## src/rtl/program_loader_pkg.sv

```systemverilog
// Shared sizing defaults and loader FSM encodings.
package program_loader_pkg;

  localparam int ADDR_WIDTH       = 16;
  localparam int REG_WIDTH        = 8;
  localparam int MEM_DEPTH        = 1024;
  localparam int INSTRUCTION_BASE = 512;

  typedef logic [2:0] ld_state_t;

  localparam ld_state_t LD_IDLE    = 3'd0;
  localparam ld_state_t LD_CLEAR   = 3'd1;
  localparam ld_state_t LD_LOAD    = 3'd2;
  localparam ld_state_t LD_VERIFY  = 3'd3;
  localparam ld_state_t LD_RELEASE = 3'd4;
  localparam ld_state_t LD_RUN     = 3'd5;
  localparam ld_state_t LD_ERROR   = 3'd6;

endpackage

```

## src/rtl/loader_checksum.sv

```systemverilog
// Clearable wrap-around byte accumulator used for write/read sums.
module loader_checksum
  import program_loader_pkg::*;
#(
  parameter int W = REG_WIDTH
) (
  input  logic         clk,
  input  logic         reset_n,
  input  logic         clr,
  input  logic         en,
  input  logic [W-1:0] din,
  output logic [W-1:0] sum
);

  always_ff @(posedge clk or negedge reset_n) begin
    if (!reset_n)  sum <= '0;
    else if (clr)  sum <= '0;
    else if (en)   sum <= sum + din;
  end

endmodule

```

## src/rtl/program_loader.sv

```systemverilog
// Holds the core in reset, clears and fills the program region,
// verifies it by read-back checksum, then releases and triggers.
module program_loader
  import program_loader_pkg::*;
#(
  parameter int ADDR_W = ADDR_WIDTH,
  parameter int DATA_W = REG_WIDTH,
  parameter int BASE   = INSTRUCTION_BASE,
  parameter int DEPTH  = MEM_DEPTH
) (
  input  logic              clk,
  input  logic              reset_n,
  input  logic              start,
  input  logic              s_valid,
  input  logic [DATA_W-1:0] s_data,
  input  logic              s_last,
  output logic              s_ready,
  output logic [ADDR_W-1:0] mem_addr,
  output logic [DATA_W-1:0] mem_din,
  output logic              mem_we,
  input  logic [DATA_W-1:0] mem_dout,
  output logic              core_reset_n,
  output logic              trigger,
  output logic              busy,
  output logic              done,
  output logic              error,
  output logic [ADDR_W-1:0] count
);

  localparam int AW1 = ADDR_W + 1;
  localparam logic [ADDR_W:0]   LIMIT  = AW1'(DEPTH);
  localparam logic [ADDR_W-1:0] BASE_A = ADDR_W'(BASE);
  localparam logic [ADDR_W-1:0] LAST_A = ADDR_W'(DEPTH - 1);
  localparam logic [ADDR_W-1:0] ONE    = ADDR_W'(1);

  ld_state_t         state;
  logic [ADDR_W-1:0] vidx;
  logic              a0;
  logic              a1;
  logic [DATA_W-1:0] sum_w;
  logic [DATA_W-1:0] sum_r;
  logic [ADDR_W:0]   next_a;
  logic              take;
  logic              full;
  logic              go;
  logic              wr_en;
  logic              rd_en;

  // One extra bit so BASE+count can reach DEPTH without wrapping.
  assign next_a = {1'b0, BASE_A} + {1'b0, count};
  assign full   = (next_a == LIMIT);
  assign take   = s_valid && s_ready;
  assign wr_en  = take && !full;
  assign rd_en  = (state == LD_VERIFY) && a1;
  assign go     = start && ((state == LD_IDLE) ||
                            (state == LD_RUN)  ||
                            (state == LD_ERROR));

  loader_checksum #(.W(DATA_W)) u_sum_w (
    .clk     (clk),
    .reset_n (reset_n),
    .clr     (go),
    .en      (wr_en),
    .din     (s_data),
    .sum     (sum_w)
  );

  loader_checksum #(.W(DATA_W)) u_sum_r (
    .clk     (clk),
    .reset_n (reset_n),
    .clr     (go),
    .en      (rd_en),
    .din     (mem_dout),
    .sum     (sum_r)
  );

  always_ff @(posedge clk or negedge reset_n) begin
    if (!reset_n) begin
      state        <= LD_IDLE;
      core_reset_n <= 1'b0;
      trigger      <= 1'b0;
      s_ready      <= 1'b0;
      mem_we       <= 1'b0;
      mem_addr     <= '0;
      mem_din      <= '0;
      busy         <= 1'b0;
      done         <= 1'b0;
      error        <= 1'b0;
      count        <= '0;
      vidx         <= '0;
      a0           <= 1'b0;
      a1           <= 1'b0;
    end else begin
      trigger <= 1'b0;
      case (state)
        LD_IDLE, LD_RUN, LD_ERROR: begin
          if (go) begin
            state        <= LD_CLEAR;
            core_reset_n <= 1'b0;
            busy         <= 1'b1;
            done         <= 1'b0;
            error        <= 1'b0;
            count        <= '0;
            mem_we       <= 1'b1;
            mem_addr     <= BASE_A;
            mem_din      <= '0;
          end
        end
        LD_CLEAR: begin
          if (mem_addr == LAST_A) begin
            state    <= LD_LOAD;
            mem_we   <= 1'b0;
            mem_addr <= '0;
            s_ready  <= 1'b1;
          end else begin
            mem_addr <= mem_addr + ONE;
          end
        end
        LD_LOAD: begin
          mem_we   <= 1'b0;
          mem_addr <= '0;
          mem_din  <= '0;
          if (take && full) begin
            state   <= LD_ERROR;
            s_ready <= 1'b0;
            busy    <= 1'b0;
            error   <= 1'b1;
          end else if (take) begin
            mem_we   <= 1'b1;
            mem_addr <= BASE_A + count;
            mem_din  <= s_data;
            count    <= count + ONE;
            if (s_last) begin
              state   <= LD_VERIFY;
              s_ready <= 1'b0;
              vidx    <= '0;
              a0      <= 1'b0;
              a1      <= 1'b0;
            end
          end
        end
        LD_VERIFY: begin
          // a0: read address on the bus, a1: its data on mem_dout
          mem_we  <= 1'b0;
          mem_din <= '0;
          a1      <= a0;
          if (vidx != count) begin
            mem_addr <= BASE_A + vidx;
            vidx     <= vidx + ONE;
            a0       <= 1'b1;
          end else begin
            mem_addr <= '0;
            a0       <= 1'b0;
          end
          if ((vidx == count) && !a0 && !a1) begin
            if (sum_r == sum_w) begin
              state        <= LD_RELEASE;
              core_reset_n <= 1'b1;
            end else begin
              state <= LD_ERROR;
              busy  <= 1'b0;
              error <= 1'b1;
            end
          end
        end
        LD_RELEASE: begin
          state   <= LD_RUN;
          trigger <= 1'b1;
          done    <= 1'b1;
          busy    <= 1'b0;
        end
        default: state <= LD_IDLE;
      endcase
    end
  end

endmodule
```

## config.mk

```make
export PLATFORM = sky130hd
export DESIGN_NAME = program_loader
export DESIGN_NICKNAME = d
export VERILOG_FILES = /design/src/rtl/program_loader_pkg.sv /design/src/rtl/loader_checksum.sv /design/src/rtl/program_loader.sv
export SDC_FILE = /design/constraint.sdc
export NUM_CORES = 1
export LEC_CHECK = 0
export CAP_MARGIN = 20
export CELL_PAD_IN_SITES_DETAIL_PLACEMENT = 1
export CELL_PAD_IN_SITES_GLOBAL_PLACEMENT = 1
export CORE_ASPECT_RATIO = 0.7
export CORE_UTILIZATION = 30
export DETAILED_ROUTE_END_ITERATION = 7
export GPL_ROUTABILITY_DRIVEN = 0
export GPL_TIMING_DRIVEN = 0
export PLACE_DENSITY = 0.67
export SETUP_SLACK_MARGIN = 0.05
export SLEW_MARGIN = 20
export SYNTH_ARGS = -nofsm -noshare
export SYNTH_HDL_FRONTEND = slang
export SYNTH_SLANG_ARGS = --single-unit
```

## constraint.sdc

```tcl
create_clock -name clk -period 2.9 [get_ports clk]
set_clock_uncertainty 0.1 [all_clocks]
set_input_delay 0.87 -clock clk [delete_from_list [all_inputs] [get_ports clk]]
set_output_delay 0.87 -clock clk [all_outputs]
set_load 0.005 [all_outputs]
```

==> flow_metrics.env <==
export IMPL_ys_async_sr_fraction_pct=100
export IMPL_gr_total_overflow=0
export IMPL_pre_cts_slack_ns=-0.493
export IMPL_hp_class="primary input to asynchronous set/reset pin"
export IMPL_p_per_area_mw_per_mm2=812
export IMPL_layout_common_cells="dfrtp_1 (83), nand2_1 (66), clkdlybuf4s50_1 (62)"
export IMPL_grt_use_total_pct=21.3
export IMPL_routed_via_count=5134
export IMPL_postRouteAntennaNets=0
export IMPL_vdd_drop_max_v=0.000333
export IMPL_endpoint_kind="flip-flop"
export IMPL_maxCapViolCount=0
export IMPL_setup_viol=0
export IMPL_fin_ws_ns=0.133
export IMPL_die_h_um=114
export IMPL_max_slew_margin_rel_pct=57.2
export IMPL_clock_fmax_ghz=0.361
export IMPL_syn_inst=605
export IMPL_rsz0062_at_grt="true"
export IMPL_htree_levels=3
export IMPL_initial_utilization_pct=30.9
export IMPL_dp_hpwl_mm=14.3
export IMPL_p_leak_nw=2.97
export IMPL_cp_required_ns=3.07
export IMPL_layout_nets=732
export IMPL_ys_seq_area_share_pct=39.2
export IMPL_critPathKind="primary input to flip-flop"
export IMPL_synth_seq_cells=84
export IMPL_grt_antenna_before_repair=0
export IMPL_drtPass1Iterations=5
export IMPL_synth_edf_count=0
export IMPL_tightestPinTransition_ns=0.642
export IMPL_ys_flop_type="dfrtp_1"
export IMPL_netlist_area_sq_mm=0.00536
export IMPL_finalPower_w=0.00561
export IMPL_cts_tree="yes"
export IMPL_syn_avg_cell_area_sq_um=8.86
export IMPL_area_growth_pct=28.9
export IMPL_min_period_over_period_pct=95.4
export IMPL_cts_hold_buf=0
export IMPL_drc=0
export IMPL_crit_slowest_cell="or4_4"
export IMPL_antenna_cells=0
export IMPL_root_buffer="clkbuf_16"
export IMPL_ys_warn_count=0
export IMPL_path_max_fanout=2
export IMPL_cts_max_path_buffers=2
export IMPL_drt_iter0_drc=454
export IMPL_arrival_ns=2.94
export IMPL_detail_route_wl_per_cell_um=20.6
export IMPL_status="completed"
export IMPL_final_common_cell="dfrtp_1"
export IMPL_cpPeakStageDelay_ns=0.50
export IMPL_row_count=40
export IMPL_clkSinkCount=84
export IMPL_period_minus_slack_ns=2.77
export IMPL_core_sq_mm=0.0173
export IMPL_drt_wl_total_mm=19.0
export IMPL_hold_violations=0
export IMPL_crit_chain="dlygate4sd2_1 > ha_1 > a21o_1 > a211oi_2 > nor2_2 > or4_4 > and3_4 > nor3_4 > mux2i_1"
export IMPL_finish_utilization_pct=39.9
export IMPL_report_final_slew_viol_count=0
export IMPL_grt_pass1_wl_mm=30.1
export IMPL_dieArea_sq_mm=0.0184
export IMPL_syn_nets=648
export IMPL_grt_max_degree=72
export IMPL_fill_cells=2048
export IMPL_layout_drive_gt1_share_pct=11.5
export IMPL_boundaryPins=68
export IMPL_cp_start_kind="primary input"
export IMPL_grt_pass1_vias=5253
export IMPL_numCtsBuffers=9
export IMPL_synth_cell_types=57
export IMPL_cts_clk_slew_worst_paths_ns=0.07
export IMPL_port_buffers=67
export IMPL_die_x_um=162
export IMPL_drt_vias_per_instance=5.55
export IMPL_insertion_delay_ns=0.35
-- per-stage QoR --
stage,area [sq um],instances,TNS (ns),hold slack (ns)
2_1_floorplan,5360,605,0,0.369
3_3_place_gp,6320,903,-216.53,0.373
3_5_place_dp,6350,904,-10.88,0.369
4_1_cts,6800,925,0,0.246
5_1_grt,6910,925,0,0.242
6_report,6910,925,0,0.245
-- final cells by class --
type	instances	area (sq um)	share of cell area, %
multi-input cells	474	3210	46.5
flip-flops and latches	84	2100	30.5
repair buffers	75	758	11.0
well taps	231	289	4.19
clock buffers	11	243	3.52
plain buffers	33	171	2.48
clock inverters	5	83.8	1.21
inverters	12	45.0	0.652
-- repair_timing --
item | in CTS | in global routing
endpoints found under the hold margin | 0 | 0
pin swaps | 6 | 8
endpoints found under the setup margin | 46 | 63
setup buffers | 5 | 2
resized for setup | 20 | 34
-- worst max-delay path: cells and delay by family --
family	cells	cell delay (ns)
fa+ha+maj	1	0.27
buf+inv	1	0.24
compound gates	2	0.48
mux	1	0.19
simple gates	4	0.88
-- power by group --
part / leakage [nW] / internal [W] / switching (W)
clock network: 0.152 / 0.000783 / 0.000513
logic: 1.69 / 0.00105 / 0.00144
registers: 1.13 / 0.00145 / 0.000369
total: 2.97 / 0.00329 / 0.00232
-- metal layers --
layer | global-route usage [%] | routed length, um | vias up
met1 | 32.0 | 9690 | 2614
met2 | 31.1 | 7940 | 164
met3 | 4.33 | 1210 | 12
met4 | 4.97 | 198 | 0
met5 | 0 | 0 | -
li1 | - | - | 2344
-- synth_stat cells, drive strengths merged, types with 4 or more instances --
| cell | instances | area share [%] |
|---|---|---|
| clkbuf | 19 | 1.3 |
| a31oi | 5 | 0.70 |
| and3 | 17 | 2.1 |
| o211ai | 11 | 1.5 |
| a221oi | 5 | 0.82 |
| and2 | 11 | 1.3 |
| xnor2 | 32 | 5.2 |
| nor3 | 16 | 1.6 |
| a21o | 8 | 1.1 |
| o21ai | 49 | 4.6 |
| inv | 12 | 0.84 |
| nand2b | 4 | 0.47 |
| a22o | 11 | 1.8 |
| a221o | 5 | 0.93 |
| dfrtp | 84 | 39 |
| mux2i | 5 | 0.93 |
| ha | 20 | 4.7 |
| a21oi | 32 | 3.1 |
| nand3 | 28 | 2.6 |
| nand4 | 14 | 1.6 |
| nor2b | 4 | 0.47 |
| or4 | 12 | 1.7 |
| nand2 | 66 | 4.6 |
| buf | 16 | 1.7 |
| xor2 | 28 | 4.6 |
| nor2 | 53 | 3.8 |
-- worst paths after layout --
kind	startpoint	end	slack, ns	cells past startpoint
min in group clk	done	done	0.38	1
setup / recovery	mem_dout[1]	u_sum_r.sum[7]	0.13	9
hold / removal	reset_n	mem_addr[14]	0.25	1
setup reg to reg	count[0]	vidx[15]	0.14	11
max in group asynchronous	reset_n	a1	1.86	2
hold reg to reg	done	done	0.38	1
-- flip-flops by register name, summed over array words and instances (netlist names), 3 cells and up --
signal	flops
count	16
mem_addr	16
mem_din	8
state	3
u_sum_r.sum	8
u_sum_w.sum	8
vidx	16
-- logic make-up after synthesis --
family,after synthesis,synth area share [%]
fa+ha+maj,22,5.42
compound gates,149,18.4
buf+inv,47,3.83
simple gates,237,22.2
xor+xnor,60,9.81
mux,6,1.14
flops,84,39.2
No activity file was read; power rests on OpenSTA's default activity.
